--- src/rtl/axi_lite_slave_regfile.sv ---
// AXI4-Lite register-file slave with independent AW/W holding buffers,
// read-only hardware status slots and per-register write pulses.
module axi_lite_slave_regfile #(
    parameter int unsigned        DATA_W    = 32,
    parameter int unsigned        ADDR_W    = 32,
    parameter int unsigned        REG_NUM   = 16,
    parameter logic [ADDR_W-1:0]  BASE_ADDR = '0,
    parameter logic [REG_NUM-1:0] RO_MASK   = '0,
    parameter logic [DATA_W-1:0]  ERR_DATA  = DATA_W'(32'hDEAD_BEEF)
) (
    input  logic                      clk,
    input  logic                      rst,
    input  logic [ADDR_W-1:0]         awaddr,
    input  logic                      awvalid,
    output logic                      awready,
    input  logic [DATA_W-1:0]         wdata,
    input  logic [DATA_W/8-1:0]       wstrb,
    input  logic                      wvalid,
    output logic                      wready,
    output logic [1:0]                bresp,
    output logic                      bvalid,
    input  logic                      bready,
    input  logic [ADDR_W-1:0]         araddr,
    input  logic                      arvalid,
    output logic                      arready,
    output logic [DATA_W-1:0]         rdata,
    output logic [1:0]                rresp,
    output logic                      rvalid,
    input  logic                      rready,
    output logic [REG_NUM*DATA_W-1:0] reg_q,
    output logic [REG_NUM-1:0]        wr_pulse,
    input  logic [REG_NUM*DATA_W-1:0] hw_status
);

    localparam int unsigned BYTES = DATA_W / 8;
    localparam int unsigned LSB   = $clog2(BYTES);
    localparam int unsigned IDX_W = (REG_NUM > 1) ? $clog2(REG_NUM) : 1;
    localparam logic [1:0]  OKAY   = 2'b00;
    localparam logic [1:0]  SLVERR = 2'b10;

    typedef logic [IDX_W-1:0] idx_t;
    typedef struct packed {
        logic err;
        idx_t idx;
    } dec_t;

    function automatic dec_t decode(input logic [ADDR_W-1:0] a);
        logic [ADDR_W-1:0] off;
        dec_t              d;
        off   = a - BASE_ADDR;
        d.idx = off[LSB +: IDX_W];
        d.err = (a < BASE_ADDR)
              || (off[LSB-1:0] != '0)
              || ((off >> LSB) >= ADDR_W'(REG_NUM));
        return d;
    endfunction

    logic [DATA_W-1:0]  regs_q [REG_NUM];
    logic [DATA_W-1:0]  regs_d [REG_NUM];
    logic [DATA_W-1:0]  hw_arr [REG_NUM];

    logic               aw_full_q, aw_full_d;
    logic [ADDR_W-1:0]  awaddr_q, awaddr_d;
    logic               w_full_q, w_full_d;
    logic [DATA_W-1:0]  wdata_q, wdata_d;
    logic [BYTES-1:0]   wstrb_q, wstrb_d;
    logic               awready_q, awready_d;
    logic               wready_q, wready_d;
    logic               bvalid_q, bvalid_d;
    logic [1:0]         bresp_q, bresp_d;
    logic [REG_NUM-1:0] wr_pulse_q, wr_pulse_d;

    logic               arready_q, arready_d;
    logic               rvalid_q, rvalid_d;
    logic [1:0]         rresp_q, rresp_d;
    logic [DATA_W-1:0]  rdata_q, rdata_d;

    dec_t wdec;
    dec_t rdec;
    logic commit;

    assign wdec   = decode(awaddr_q);
    assign rdec   = decode(araddr);
    assign commit = aw_full_q && w_full_q && !bvalid_q;

    for (genvar i = 0; i < REG_NUM; i++) begin : g_slot
        assign hw_arr[i] = hw_status[i*DATA_W +: DATA_W];
        assign reg_q[i*DATA_W +: DATA_W] = RO_MASK[i] ? '0 : regs_q[i];
    end

    always_comb begin
        regs_d     = regs_q;
        aw_full_d  = aw_full_q;
        awaddr_d   = awaddr_q;
        w_full_d   = w_full_q;
        wdata_d    = wdata_q;
        wstrb_d    = wstrb_q;
        bvalid_d   = bvalid_q;
        bresp_d    = bresp_q;
        wr_pulse_d = '0;

        if (bvalid_q && bready) begin
            bvalid_d = 1'b0;
        end

        if (commit) begin
            aw_full_d = 1'b0;
            w_full_d  = 1'b0;
            bvalid_d  = 1'b1;
            if (!wdec.err && !RO_MASK[wdec.idx]) begin
                bresp_d              = OKAY;
                wr_pulse_d[wdec.idx] = 1'b1;
                for (int b = 0; b < BYTES; b++) begin
                    if (wstrb_q[b]) begin
                        regs_d[wdec.idx][b*8 +: 8] = wdata_q[b*8 +: 8];
                    end
                end
            end else begin
                bresp_d = SLVERR;
            end
        end

        // Ready is high only when the buffer is empty, so capture never
        // coincides with a commit of the same buffer.
        if (awvalid && awready_q) begin
            aw_full_d = 1'b1;
            awaddr_d  = awaddr;
        end
        if (wvalid && wready_q) begin
            w_full_d = 1'b1;
            wdata_d  = wdata;
            wstrb_d  = wstrb;
        end

        awready_d = !aw_full_d;
        wready_d  = !w_full_d;
    end

    always_comb begin
        rvalid_d = rvalid_q;
        rresp_d  = rresp_q;
        rdata_d  = rdata_q;

        if (rvalid_q && rready) begin
            rvalid_d = 1'b0;
        end

        if (arvalid && arready_q) begin
            rvalid_d = 1'b1;
            if (rdec.err) begin
                rresp_d = SLVERR;
                rdata_d = ERR_DATA;
            end else if (RO_MASK[rdec.idx]) begin
                rresp_d = OKAY;
                rdata_d = hw_arr[rdec.idx];
            end else begin
                rresp_d = OKAY;
                rdata_d = regs_q[rdec.idx];
            end
        end

        arready_d = !rvalid_d;
    end

    always_ff @(posedge clk) begin
        if (rst) begin
            for (int i = 0; i < REG_NUM; i++) begin
                regs_q[i] <= '0;
            end
            aw_full_q  <= 1'b0;
            awaddr_q   <= '0;
            w_full_q   <= 1'b0;
            wdata_q    <= '0;
            wstrb_q    <= '0;
            awready_q  <= 1'b0;
            wready_q   <= 1'b0;
            bvalid_q   <= 1'b0;
            bresp_q    <= '0;
            wr_pulse_q <= '0;
            arready_q  <= 1'b0;
            rvalid_q   <= 1'b0;
            rresp_q    <= '0;
            rdata_q    <= '0;
        end else begin
            regs_q     <= regs_d;
            aw_full_q  <= aw_full_d;
            awaddr_q   <= awaddr_d;
            w_full_q   <= w_full_d;
            wdata_q    <= wdata_d;
            wstrb_q    <= wstrb_d;
            awready_q  <= awready_d;
            wready_q   <= wready_d;
            bvalid_q   <= bvalid_d;
            bresp_q    <= bresp_d;
            wr_pulse_q <= wr_pulse_d;
            arready_q  <= arready_d;
            rvalid_q   <= rvalid_d;
            rresp_q    <= rresp_d;
            rdata_q    <= rdata_d;
        end
    end

    assign awready  = awready_q;
    assign wready   = wready_q;
    assign bvalid   = bvalid_q;
    assign bresp    = bresp_q;
    assign wr_pulse = wr_pulse_q;
    assign arready  = arready_q;
    assign rvalid   = rvalid_q;
    assign rresp    = rresp_q;
    assign rdata    = rdata_q;

endmodule

--- config.mk ---
export PLATFORM = sky130hd
export DESIGN_NAME = axi_lite_slave_regfile
export DESIGN_NICKNAME = d
export VERILOG_FILES = /design/src/rtl/axi_lite_slave_regfile.sv
export SDC_FILE = /design/constraint.sdc
export NUM_CORES = 1
export LEC_CHECK = 0
export BUFFER_PORTS_ARGS = -buffer_cell sky130_fd_sc_hd__buf_4
export CELL_PAD_IN_SITES_DETAIL_PLACEMENT = 0
export CELL_PAD_IN_SITES_GLOBAL_PLACEMENT = 1
export CORE_AREA = 2 2 460 462
export DETAILED_ROUTE_END_ITERATION = 8
export DIE_AREA = 0 0 462 464
export PLACE_DENSITY_LB_ADDON = 0.1
export SLEW_MARGIN = 20
export SYNTH_ARGS = -nofsm -noshare
export SYNTH_HDL_FRONTEND = slang
export SYNTH_SLANG_ARGS = --single-unit
--- constraint.sdc ---
create_clock -name clk -period 5.3 [get_ports clk]
set_input_delay 0.795 -clock clk [delete_from_list [all_inputs] [get_ports clk]]
set_output_delay 0.795 -clock clk [all_outputs]
set_load 0.02 [all_outputs]
==> reports/metrics.cfg <==
[outcome]
status = complete, no violations

[final_layout]
stdcell_area_um2 = 39070
final_common_cell = buf_4
final_cell_mix = 737 x buf_4, 716 x nand2_1, 641 x mux2i_1
final.fill_count = 23220
drive_gt1_frac = 0.3122
final_cells = 6215
fin_nets = 3941
area_delta_synth_final_pct = 42.98

[clock_network]
cts_tree = yes
clk_pin_slew_ps = 50
cts_setup_buffers = 0
ctsHoldBuffers = 0
cts_buffers = 94
root_buffer = clkbuf_16
htreeDepth = 3
insertion_delay_ps = 740
cts_buffer_depth = 3
clock_sink_count = 637
cts_resized = 0

[floorplan]
initial_core_util = 0.1306
core_area_um2 = 209200
die_area_um2 = 214400
rows = 168
pin_count = 1188
dieWidth_um = 462
die_height_um = 464

[synthesis]
ys_seq_area_frac = 0.4667
synth-main-ff-cell = dfxtp_1
syn_avg_cell_area_um2 = 10.19
synth_edf_count = 0
netlist_area_um2 = 27320
synth_top_area_cell = dfxtp_1
yosysTopAreaCellShare = 0.4667
synthArstFlopShare = 0
synth_cells = 2682
ys_types = 40
ys_ff_latch = 637
synth_area_leaders = dfxtp_1 47%, mux2i_1 23%, nand2_1 9.9%, mux4_2 3.9%, nand4_4 3.0%
yosys_warnings = 0

[timing]
hold_viol = 0
finalCritPeriodShare = 0.6113
tightest_slew_ps = 1120
min_period_ps = 3240
finalWorstSetupSlack_ps = 2060
fmax_mhz = 308.6
slew_headroom = 0.2489
grt_setup_unrepaired = false
setup-violations-final = 0
final_max_slew_viol_count = 0
clock_skew_ps = 31.25
fin_tns_setup_ps = 0

[power_and_ir_drop]
fin_total_pwr_w = 0.01240
p_comb_frac = 0.062
switching_power_w = 0.003267
pwr-share-seq = 0.393
power_density_nw_per_um2 = 317.3
p_leak_nw = 18.42
ir_worst_vdd_mv = 0.2260
power.internal_w = 0.009129
switching_share = 0.2635
pwr-share-clk = 0.545

[critical_path]
crit_path_max_incr_delay_ps = 940
cp-start-kind = flop
crit_path_end_kind = flop
worstPathRequired_ps = 5860
path_cells = nor4_1 -> and4_4 -> buf_12 -> nand4_2 -> mux2i_1
cp.arrival_ps = 3800
slowest_stage = and4_4
crit_type = flop to flop
crit_fanout = 35

[route]
ant_nets = 0
wl_um = 179100
via_per_inst = 3.737
drtPass1Iterations = 5
wl_per_cell_um = 28.82
num_vias = 23223
drc = 0
initialDrtViolationCount = 1075

[place]
dp_cells = 6031
port_buffers = 673
place_worst_setup_slack_ps = 1492
place_area_um2 = 35810
place_congestion = 0.7433
place.detailed.hpwl_um = 136800

[flow_run]
drv_cap = 0

[grt]
grtUsageTotal = 0.1628
grt_start_max_net_pins = 123
antenna_found_initial = 22
grt_pass1_wl_um = 236700
grt_pass1_vias = 24109
gr-total-overflow = 0

[hold_path]
min_path_type = primary input to flop

final cells by class:
type / instances / area, um^2 / area share
Antenna cell: 15 / 37.54 / 0.0009609
Tap cell: 2805 / 3510 / 0.08984
Sequential cell: 637 / 12750 / 0.3264
Clock inverter: 31 / 489.2 / 0.01252
Clock buffer: 138 / 2729 / 0.06985
Timing Repair Buffer: 749 / 5759 / 0.1474
Inverter: 2 / 15.01 / 0.0003843
Multi-Input combinational cell: 1838 / 13770 / 0.3526
stage by stage:
stage,hold slack (ps),util
floorplan,430.8,-
global placement,445.4,0.1712
detailed placement,447.5,0.1712
CTS,220.1,0.1866
global route,251.1,0.1866
finish,299.6,0.1868
layer usage:
| metal | up-vias | global-route usage | wire [um] |
|---|---|---|---|
| li1 | 10821 | - | - |
| met1 | 11571 | 0.2043 | 78480 |
| met2 | 690 | 0.2579 | 80180 |
| met3 | 133 | 0.07346 | 17910 |
| met4 | 8 | 0.02634 | 2476 |
| met5 | - | 0 | 45 |
flip-flops by register name, summed over array words and instances (netlist names), 4 cells and up:
signal / cells
wstrb_q: 4
wdata_q: 32
wr_pulse: 16
awaddr_q: 32
reg_q: 512
rdata: 32
worst paths after layout:
check | cells after the start | from | slack [ps] | to
min | 3 | wdata[26] | 300 | wdata_q[26]$_SDFFE_PP0P_
min reg2reg | 2 | awaddr_q[19]$_SDFFE_PP0P_ | 450 | awaddr_q[19]$_SDFFE_PP0P_
max reg2reg | 5 | awaddr_q[14]$_SDFFE_PP0P_ | 2060 | reg_q[497]$_SDFFE_PP0P_
max | 5 | awaddr_q[14]$_SDFFE_PP0P_ | 2060 | reg_q[497]$_SDFFE_PP0P_
power groups by stage:
stage          clock [W]  combinational [W]  sequential (W)
2_1_floorplan          0           0.000385         0.00497
3_3_place_gp           0           0.000804         0.00498
3_5_place_dp           0           0.000805         0.00498
4_1_cts          0.00705           0.000806         0.00487
5_1_grt          0.00722           0.000823         0.00487
6_report         0.00676           0.000768         0.00487
cells by family after synthesis:
logic type,count (synthesis),synth area share
muxes,721,0.2872
AOI/OAI and AO/OA,242,0.05472
other,1,0.0001372
DFF,637,0.4667
and+or+nand+nor,873,0.1593
buffers and inverters,208,0.03196
Yosys cell counts (2+ instances only):
library cell	number
o311ai_0	5
a21oi_1	71
buf_4	4
o41ai_1	8
dfxtp_1	637
buf_2	23
buf_6	2
inv_1	2
a211oi_1	23
nand3b_1	2
or3b_2	3
or3_1	2
nand4_4	39
and2_1	6
o311a_1	8
nor2b_1	6
nor3_1	19
o21ai_0	25
nand2b_1	9
nor4_1	15
or4_1	3
o211ai_1	4
o22ai_1	72
mux2_2	33
clkbuf_1	151
nand4_2	25
mux4_2	47
nor2_1	21
buf_8	3
nand4_1	2
nand2_1	718
buf_1	23
mux2i_1	641
a31oi_1	24
worst max-delay path: cells and delay by family, from the launching register on:
kind	cells	cell delay, ps
flip-flops	1	310
buffers and inverters	1	410
multiplexers	1	270
AND/OR/NAND/NOR	3	1970
Note: power is estimated with default switching activity, not from simulation.
